**config.mk**
```make
export PLATFORM = sky130hd
export DESIGN_NAME = rom_access_arbiter
export DESIGN_NICKNAME = d
export VERILOG_FILES = /design/src/rtl/rom_access_arbiter.sv
export SDC_FILE = /design/constraint.sdc
export NUM_CORES = 1
export LEC_CHECK = 0
export CAP_MARGIN = 5
export CORE_UTILIZATION = 44
export CTS_CLUSTER_DIAMETER = 200
export DETAILED_ROUTE_END_ITERATION = 16
export GPL_TIMING_DRIVEN = 0
export HOLD_SLACK_MARGIN = 0.12
export MAX_ROUTING_LAYER = met4
export PLACE_DENSITY = 0.84
export REMOVE_ABC_BUFFERS = 1
export SLEW_MARGIN = 15
export SYNTH_ARGS = -nofsm -noshare
export SYNTH_HDL_FRONTEND = slang
export SYNTH_SLANG_ARGS = --single-unit
export TNS_END_PERCENT = 5
```
**constraint.sdc**
```tcl
create_clock -name in_clk -period 3.7 [get_ports in_clk]
set_input_delay 0.74 -clock in_clk [delete_from_list [all_inputs] [get_ports in_clk]]
set_output_delay 0.74 -clock in_clk [all_outputs]
set_load 0.01 [all_outputs]
```
**src/rtl/rom_access_arbiter.sv**
```systemverilog
// rom_access_arbiter: two-requester read arbiter in front of a synchronous ROM.
// Round-robin by default; define ROM_ARB_FIXED_PRIO_EN to give requester 0 fixed priority.
module rom_access_arbiter #(
  parameter int ADDR_WIDTH  = 16,
  parameter int DATA_WIDTH  = 8,
  parameter int ROM_LATENCY = 1
) (
  input  logic                  in_clk,
  input  logic                  in_rst,
  input  logic                  in_req0,
  input  logic                  in_req1,
  input  logic [ADDR_WIDTH-1:0] in_addr0,
  input  logic [ADDR_WIDTH-1:0] in_addr1,
  output logic                  out_ack0,
  output logic                  out_ack1,
  output logic [DATA_WIDTH-1:0] out_data0,
  output logic [DATA_WIDTH-1:0] out_data1,
  output logic                  out_valid0,
  output logic                  out_valid1,
  output logic [ADDR_WIDTH-1:0] out_rom_addr,
  input  logic [DATA_WIDTH-1:0] in_rom_data,
  output logic                  out_busy
);
  typedef enum logic {IDLE, WAIT} state_t;
  state_t state_q, state_d;
  logic [3:0] cnt_q, cnt_d;
  logic owner_q, owner_d;
  logic [ADDR_WIDTH-1:0] rom_addr_q, rom_addr_d;
  logic [DATA_WIDTH-1:0] data0_q, data0_d, data1_q, data1_d;
  logic ack0_q, ack0_d, ack1_q, ack1_d;
  logic valid0_q, valid0_d, valid1_q, valid1_d;
  logic win1, grant, done;
`ifdef ROM_ARB_FIXED_PRIO_EN
  assign win1 = in_req1 & ~in_req0;
`else
  logic last_q, last_d;
  // last_q = 1 means requester 1 was granted last, so requester 0 wins a tie
  assign win1 = in_req1 & (~in_req0 | ~last_q);
`endif
  assign grant = (state_q == IDLE) & (in_req0 | in_req1);
  assign done  = (state_q == WAIT) & (cnt_q == 4'(ROM_LATENCY));
  always_comb begin
    state_d    = grant ? WAIT : done ? IDLE : state_q;
    cnt_d      = grant ? 4'd0 : (state_q == WAIT && !done) ? cnt_q + 4'd1 : cnt_q;
    owner_d    = grant ? win1 : owner_q;
    rom_addr_d = grant ? (win1 ? in_addr1 : in_addr0) : rom_addr_q;
    ack0_d     = grant & ~win1;
    ack1_d     = grant & win1;
    valid0_d   = done & ~owner_q;
    valid1_d   = done & owner_q;
    data0_d    = valid0_d ? in_rom_data : data0_q;
    data1_d    = valid1_d ? in_rom_data : data1_q;
`ifndef ROM_ARB_FIXED_PRIO_EN
    last_d     = grant ? win1 : last_q;
`endif
  end
  always_ff @(posedge in_clk or posedge in_rst) begin
    if (in_rst) begin
      state_q    <= IDLE;
      cnt_q      <= '0;
      owner_q    <= 1'b0;
      rom_addr_q <= '0;
      data0_q    <= '0;
      data1_q    <= '0;
      ack0_q     <= 1'b0;
      ack1_q     <= 1'b0;
      valid0_q   <= 1'b0;
      valid1_q   <= 1'b0;
`ifndef ROM_ARB_FIXED_PRIO_EN
      last_q     <= 1'b1;
`endif
    end else begin
      state_q    <= state_d;
      cnt_q      <= cnt_d;
      owner_q    <= owner_d;
      rom_addr_q <= rom_addr_d;
      data0_q    <= data0_d;
      data1_q    <= data1_d;
      ack0_q     <= ack0_d;
      ack1_q     <= ack1_d;
      valid0_q   <= valid0_d;
      valid1_q   <= valid1_d;
`ifndef ROM_ARB_FIXED_PRIO_EN
      last_q     <= last_d;
`endif
    end
  end
  assign out_ack0     = ack0_q;
  assign out_ack1     = ack1_q;
  assign out_valid0   = valid0_q;
  assign out_valid1   = valid1_q;
  assign out_data0    = data0_q;
  assign out_data1    = data1_q;
  assign out_rom_addr = rom_addr_q;
  assign out_busy     = (state_q == WAIT);
endmodule

```
==> run summary, run 1 <==
PwrDens - 807 mW/mm^2
Multi-input gate area - 642 um^2
RSZ-0062 raised after global routing - no
Fmax - 460 MHz
Starting DRT DRC Count - 53
Yosys cell types - 28
Bufs and invs on worst path - 1
Detailed Routing Iterations Pass 1 - 5
Reg power frac - 37.8%
Max cap viols - 0
Slowest CP cell - clkdlybuf4s50_1
Ys Warns - 0
Worst-path clk slew - 0.07 ns
Row count - 22
First-pass GRT wire length - 6850 um
CTS Buf Count - 5
Drt wl/cell - 16.1 um
Clk buf depth - 2
Number of diodes - 0
Area Overhead vs Synth - 54.3%
Worst Setup Start Kind - flop
CTS Sinks - 43
Slew headroom - 45.4%
# nets final - 254
Post-cts sizing count - 0
Die Ht - 65.5 um
Slowest cell delay on critical path - 0.60 ns
DRC Markers - 0
CP Cell Sequence - clkdlybuf4s50_1
Core area - 0.00377 mm^2
Worst-Margin Slew - 0.816 ns
Share of cells above drive strength 1 - 15.8%
Via density - 5.24
Cell Area, Synth - 0.00177 mm^2
Initial Util - 47.0%
CTS tree - done
Post-CTS setup buffers - 0
Storage cell area - 0.00108 mm^2
Clock share of power - 16.6%
Antenna violations before repair - 0
Mean Syn Cell Area - 14.0 um^2
Int Power - 1.53 mW
Comb pwr share - 45.6%
Slew Viols, Final - 0
Area share of the largest cell type after synthesis - 59.3%
Cells after synthesis - 127
# fillers - 243
Seq/Total Area, Yosys - 60.8%
Leak Pwr - 1.18 nW
Hold_buf cts - 0
Clock Skew - 0.00912 ns
Status - completed
Latest clock arrival within the worst-skew pair - 0.29 ns
Worst vdd ir - 0.000405 V
Top Ports - 81
Buffers on Ports - 80
Final hold violations - 0
Worst Path Max Fanout - 9
RD Place Congestion - 0.774
Core Util, Final - 72.6%
WP data required - 2.96 ns
Critical path's top delay family - buffers and inverters
Die Footprint - 0.00429 mm^2
FF+latch count, synth - 43
Routed wire length - 4140 um
Post-route setup TNS - 0 ns
Gr ovfl total - 0
Aggregate global-route resource usage - 22.4%
Sw frac - 30.7%
Vias in the first global route - 1,452
Critical path type - reg -> out
HPWL after DPL - 3050 um
# setup viols final - 0
Crit path capture type - output pin
H-tree lvl count - 2
Pin count of the biggest net entering global routing - 38
Switching pwr - 679 uW
Largest cells by area after synthesis - dfrtp_1 59%, mux2_2 10%, a221o_1 9.0%
Die W - 65.5 um
Worst min path class - reg -> reg
Final period util - 58.8%
Post-DRT Antenna Nets - 0
Fin crit period - 2.18 ns
Via count - 1,346
CP Data Arrival Time - 1.44 ns
Yosys top cell by area - dfrtp_1
Clock Root Buffer - clkbuf_8
## metrics by stage
step | hold slack, ns | instances | setup WS, ns | power, mW | instance area [um^2]
global route | 0.528 | 257 | 1.48 | 2.35 | 2740
CTS | 0.513 | 257 | 1.51 | 2.23 | 2740
detailed placement | 0.495 | 249 | 1.30 | 1.86 | 2620
global placement | 0.490 | 248 | 0.995 | 1.80 | 2590
floorplan | 0.494 | 120 | 1.64 | 1.30 | 1730
finish | 0.512 | 257 | 1.52 | 2.21 | 2740
## kinds of logic (layout without fill, tap and decap cells)
family	count (synthesis)	count (layout)	synth area share [%]
flops	43	43	60.8
simple gates	27	27	9.81
compound gates	25	25	13.3
mux	17	17	10.7
buf+inv	12	94	3.53
fa+ha+maj	2	2	1.41
xor+xnor	1	1	0.494
## state kept, by name, summed over array words and instances, names as in the netlist
register / flops
cnt_q: 4
last_q: 1
out_ack0: 1
out_ack1: 1
out_busy: 1
out_data0: 8
out_data1: 8
out_rom_addr: 16
out_valid0: 1
out_valid1: 1
owner_q: 1
## layer usage
metal	up-vias	track usage [%]	wire, um
met1	684	26.1	1760
met5	-	-	0
met3	2	5.90	165
met4	0	8.42	40
li1	623	-	-
met2	37	37.1	2170
## cell type report
class                           count  share of cell area [%]
Inverter                            5                   0.686
Tap cell                           48                    2.19
Clock inverter                      2                    1.28
Multi-Input combinational cell     72                    23.5
Timing Repair Buffer               81                    30.0
Sequential cell                    43                    39.4
Clock buffer                        6                    3.02
## power groups by stage
stage / logic, mW / registers [mW] / clock network [mW]
global placement: 0.972 / 0.825 / 0
CTS: 1.02 / 0.835 / 0.378
finish: 1.01 / 0.834 / 0.368
floorplan: 0.389 / 0.911 / 0
detailed placement: 1.01 / 0.841 / 0
global route: 1.08 / 0.863 / 0.407
## path summary, 6_finish.rpt
check	startpoint	to	slack, ns	depth (start not counted)
max in group asynchronous	in_rst	last_q	2.54	3
hold reg to reg	out_data0[0]	out_data0[0]	0.51	1
min in group asynchronous	in_rst	out_data0[0]	0.67	2
setup reg to reg	cnt_q[1]	out_data0[7]	1.65	5
setup / recovery	out_busy	out_busy	1.52	1
hold / removal	out_data0[0]	out_data0[0]	0.51	1
## placed cells by master, fill, tap and decap left out
cell type	Yosys	final
a211oi_4	1	1
a21o_1	2	2
a221o_1	16	16
and2_1	17	17
buf_12	0	1
bufinv_16	0	1
clkbuf_8	0	6
clkdlybuf4s50_1	0	80
clkinv_2	0	1
dfrtp_1	42	42
dfstp_2	1	1
ha_1	2	2
inv_1	4	3
inv_2	1	2
mux2_2	16	16
mux2i_1	1	1
nand2_1	2	2
nand2b_1	2	2
nand3_2	1	1
nand4_1	1	1
nor2b_1	1	1
nor3_1	1	1
nor3b_2	1	2
o211a_1	1	1
o211ai_1	1	1
o21ai_0	3	3
o21bai_2	0	1
xnor2_1	1	1
## Yosys cell counts (all sizes together)
cell	instances
nor3b	2
o211ai	1
a21o	2
xnor2	1
buf	5
a221o	16
nor3	1
mux2	16
a211oi	1
ha	2
nand3	1
nand2b	2
clkbuf	2
o21bai	1
nor2b	1
dfrtp	42
mux2i	1
o21ai	3
and2	17
nand2	2
dfstp	1
nand4	1
o211a	1
inv	5
Power figures use the tool's default switching activity.
==> run 2: changes to the inputs <==
Settings changed: CORE_UTILIZATION 44 to 41, PLACE_DENSITY 0.84 to 0.79.
Clock period 3.7 ns to 2.09 ns, I/O delays scaled along.
==> run 2 against run 1 <==
Effect of this change:
- register-to-register slack worse by 1.5 ns
- final cell count up 0.78%
- die area up 7.1%
- critical path type is now reg -> reg
- largest cell class unchanged
==> run summary, run 2 (same netlist as run 1, synthesis figures left out) <==
# nets final - 254
Post-CTS setup buffers - 0
Initial Util - 43.4%
HPWL after DPL - 3160 um
# setup viols final - 0
PwrDens - 1410 mW/mm^2
CTS Buf Count - 5
Core Util, Final - 66.7%
Slew headroom - 47.1%
RD Place Congestion - 0.768
Via density - 5.25
Area Overhead vs Synth - 53.8%
Finished Layout Cells - 259
Final hold slack - 0.338 ns
Fin crit period - 1.89 ns
Post-Place Cells - 251
Antenna violations before repair - 0
Max reg flops - 16
Row count - 23
CTS Sinks - 43
Final hold violations - 0
Post-DRT Antenna Nets - 0
Detailed Routing Iterations Pass 1 - 4
Worst Path Max Fanout - 9
Most common cell after layout, fill and taps aside - clkdlybuf4s50_1
Die W - 67.8 um
DRC Markers - 0
Drt wl/cell - 16.5 um
Leak Pwr - 1.18 nW
Worst Setup Start Kind - flop
Top Ports - 81
Clk buf depth - 2
Design Power - 3.85 mW
Area after DPL - 0.00262 mm^2
Pre-CTS setup slack - -0.356 ns
Critical path type - reg -> reg
Share of cells above drive strength 1 - 15.3%
R2R cell count - 5
RSZ-0062 raised after global routing - no
Most frequent cells in the layout - 80 x clkdlybuf4s50_1, 42 x dfrtp_1, 17 x and2_1
Number of diodes - 0
CTS tree - done
First-pass GRT wire length - 6960 um
Max cap viols - 0
Die Ht - 67.8 um
# fillers - 304
Buffers on Ports - 80
Status - completed
Crit path capture type - flop
Clock Root Buffer - clkbuf_8
Clock Skew - 0.00221 ns
PnR worst setup slack - 0.197 ns
Slowest cell delay on critical path - 0.50 ns
WP data required - 2.27 ns
Core area - 0.00409 mm^2
Post-route design area - 0.00273 mm^2
Slew Viols, Final - 0
Routed wire length - 4260 um
Vias in the first global route - 1,451
Worst min path class - in -> async
Die Footprint - 0.00459 mm^2
Gr ovfl total - 0
Post-route setup TNS - 0 ns
Pin count of the biggest net entering global routing - 38
Worst-path clk slew - 0.08 ns
Aggregate global-route resource usage - 21.9%
Final period util - 90.6%
Worst-Margin Slew - 0.792 ns
Worst vdd ir - 0.000718 V
Starting DRT DRC Count - 92
CP Data Arrival Time - 2.07 ns
Slowest CP cell - nor3b_4
CP Cell Sequence - inv_1 -> ha_1 -> nor3b_2 -> nor3b_4 -> mux2_2
Via count - 1,359
H-tree lvl count - 2
Latest clock arrival within the worst-skew pair - 0.29 ns
Fmax - 528 MHz
run 2: cell types whose count changed in the layout (fill, tap and decap cells not counted):
| cell | previous run | this run |
|---|---|---|
| bufinv_16 | 1 | 0 |
| clkbuf_1 | 0 | 1 |
| clkbuf_8 | 6 | 7 |
| clkinv_2 | 1 | 0 |
| nor3b_2 | 2 | 1 |
| nor3b_4 | 0 | 1 |
run 2: path summary, 6_finish.rpt:
kind	slack, ns	startpoint	to
max reg2reg	0.20	cnt_q[1]	out_data0[3]
max	0.20	cnt_q[1]	out_data0[3]
min in group in_clk	0.51	out_data1[7]	out_data1[7]
min reg2reg	0.51	out_data1[7]	out_data1[7]
min	0.34	in_rst	out_data1[3]
max in group asynchronous	1.26	in_rst	last_q
run 2: metal layers:
| metal | GRT usage, % | part of all wire (%) |
|---|---|---|
| met2 | 34.9 | 53 |
| met4 | 11.2 | 2.7 |
| met1 | 25.8 | 40 |
| met5 | - | 0 |
| met3 | 5.07 | 3.8 |
run 2: cell type report:
| class | instances | area, um^2 | share of cell area (%) |
|---|---|---|---|
| timing repair buffer | 81 | 821 | 30.1 |
| clock buffer | 8 | 100 | 3.67 |
| multi-input combinational | 72 | 648 | 23.8 |
| tap | 50 | 62.6 | 2.29 |
| sequential | 43 | 1080 | 39.5 |
| inverter | 5 | 18.8 | 0.688 |
run 2: critical path: cells and delay by family, from the launching register on:
| kind | cells | cell delay [ns] |
|---|---|---|
| buffers and inverters | 1 | 0.07 |
| adder cells (fa/ha/maj) | 1 | 0.12 |
| multiplexers | 1 | 0.39 |
| AND/OR/NAND/NOR | 2 | 0.78 |
| flip-flops | 1 | 0.42 |
run 2: what timing repair did:
action / in CTS / in global routing
hold buffers: 0 / 0
setup endpoints to repair: 11 / 8
gates cloned: 0 / 0
gates resized for setup: 1 / 1
run 2: power breakdown:
group	leakage (nW)	internal (mW)	switching, mW
clock network	0.0515	0.301	0.266
registers	0.526	1.23	0.254
logic	0.598	1.10	0.701
==> run 3: changes to the inputs <==
Settings changed: CTS_CLUSTER_DIAMETER 200 to 100.
==> results of run 3 <==
The final DEF is identical to that of run 2; final timing and power are the same.
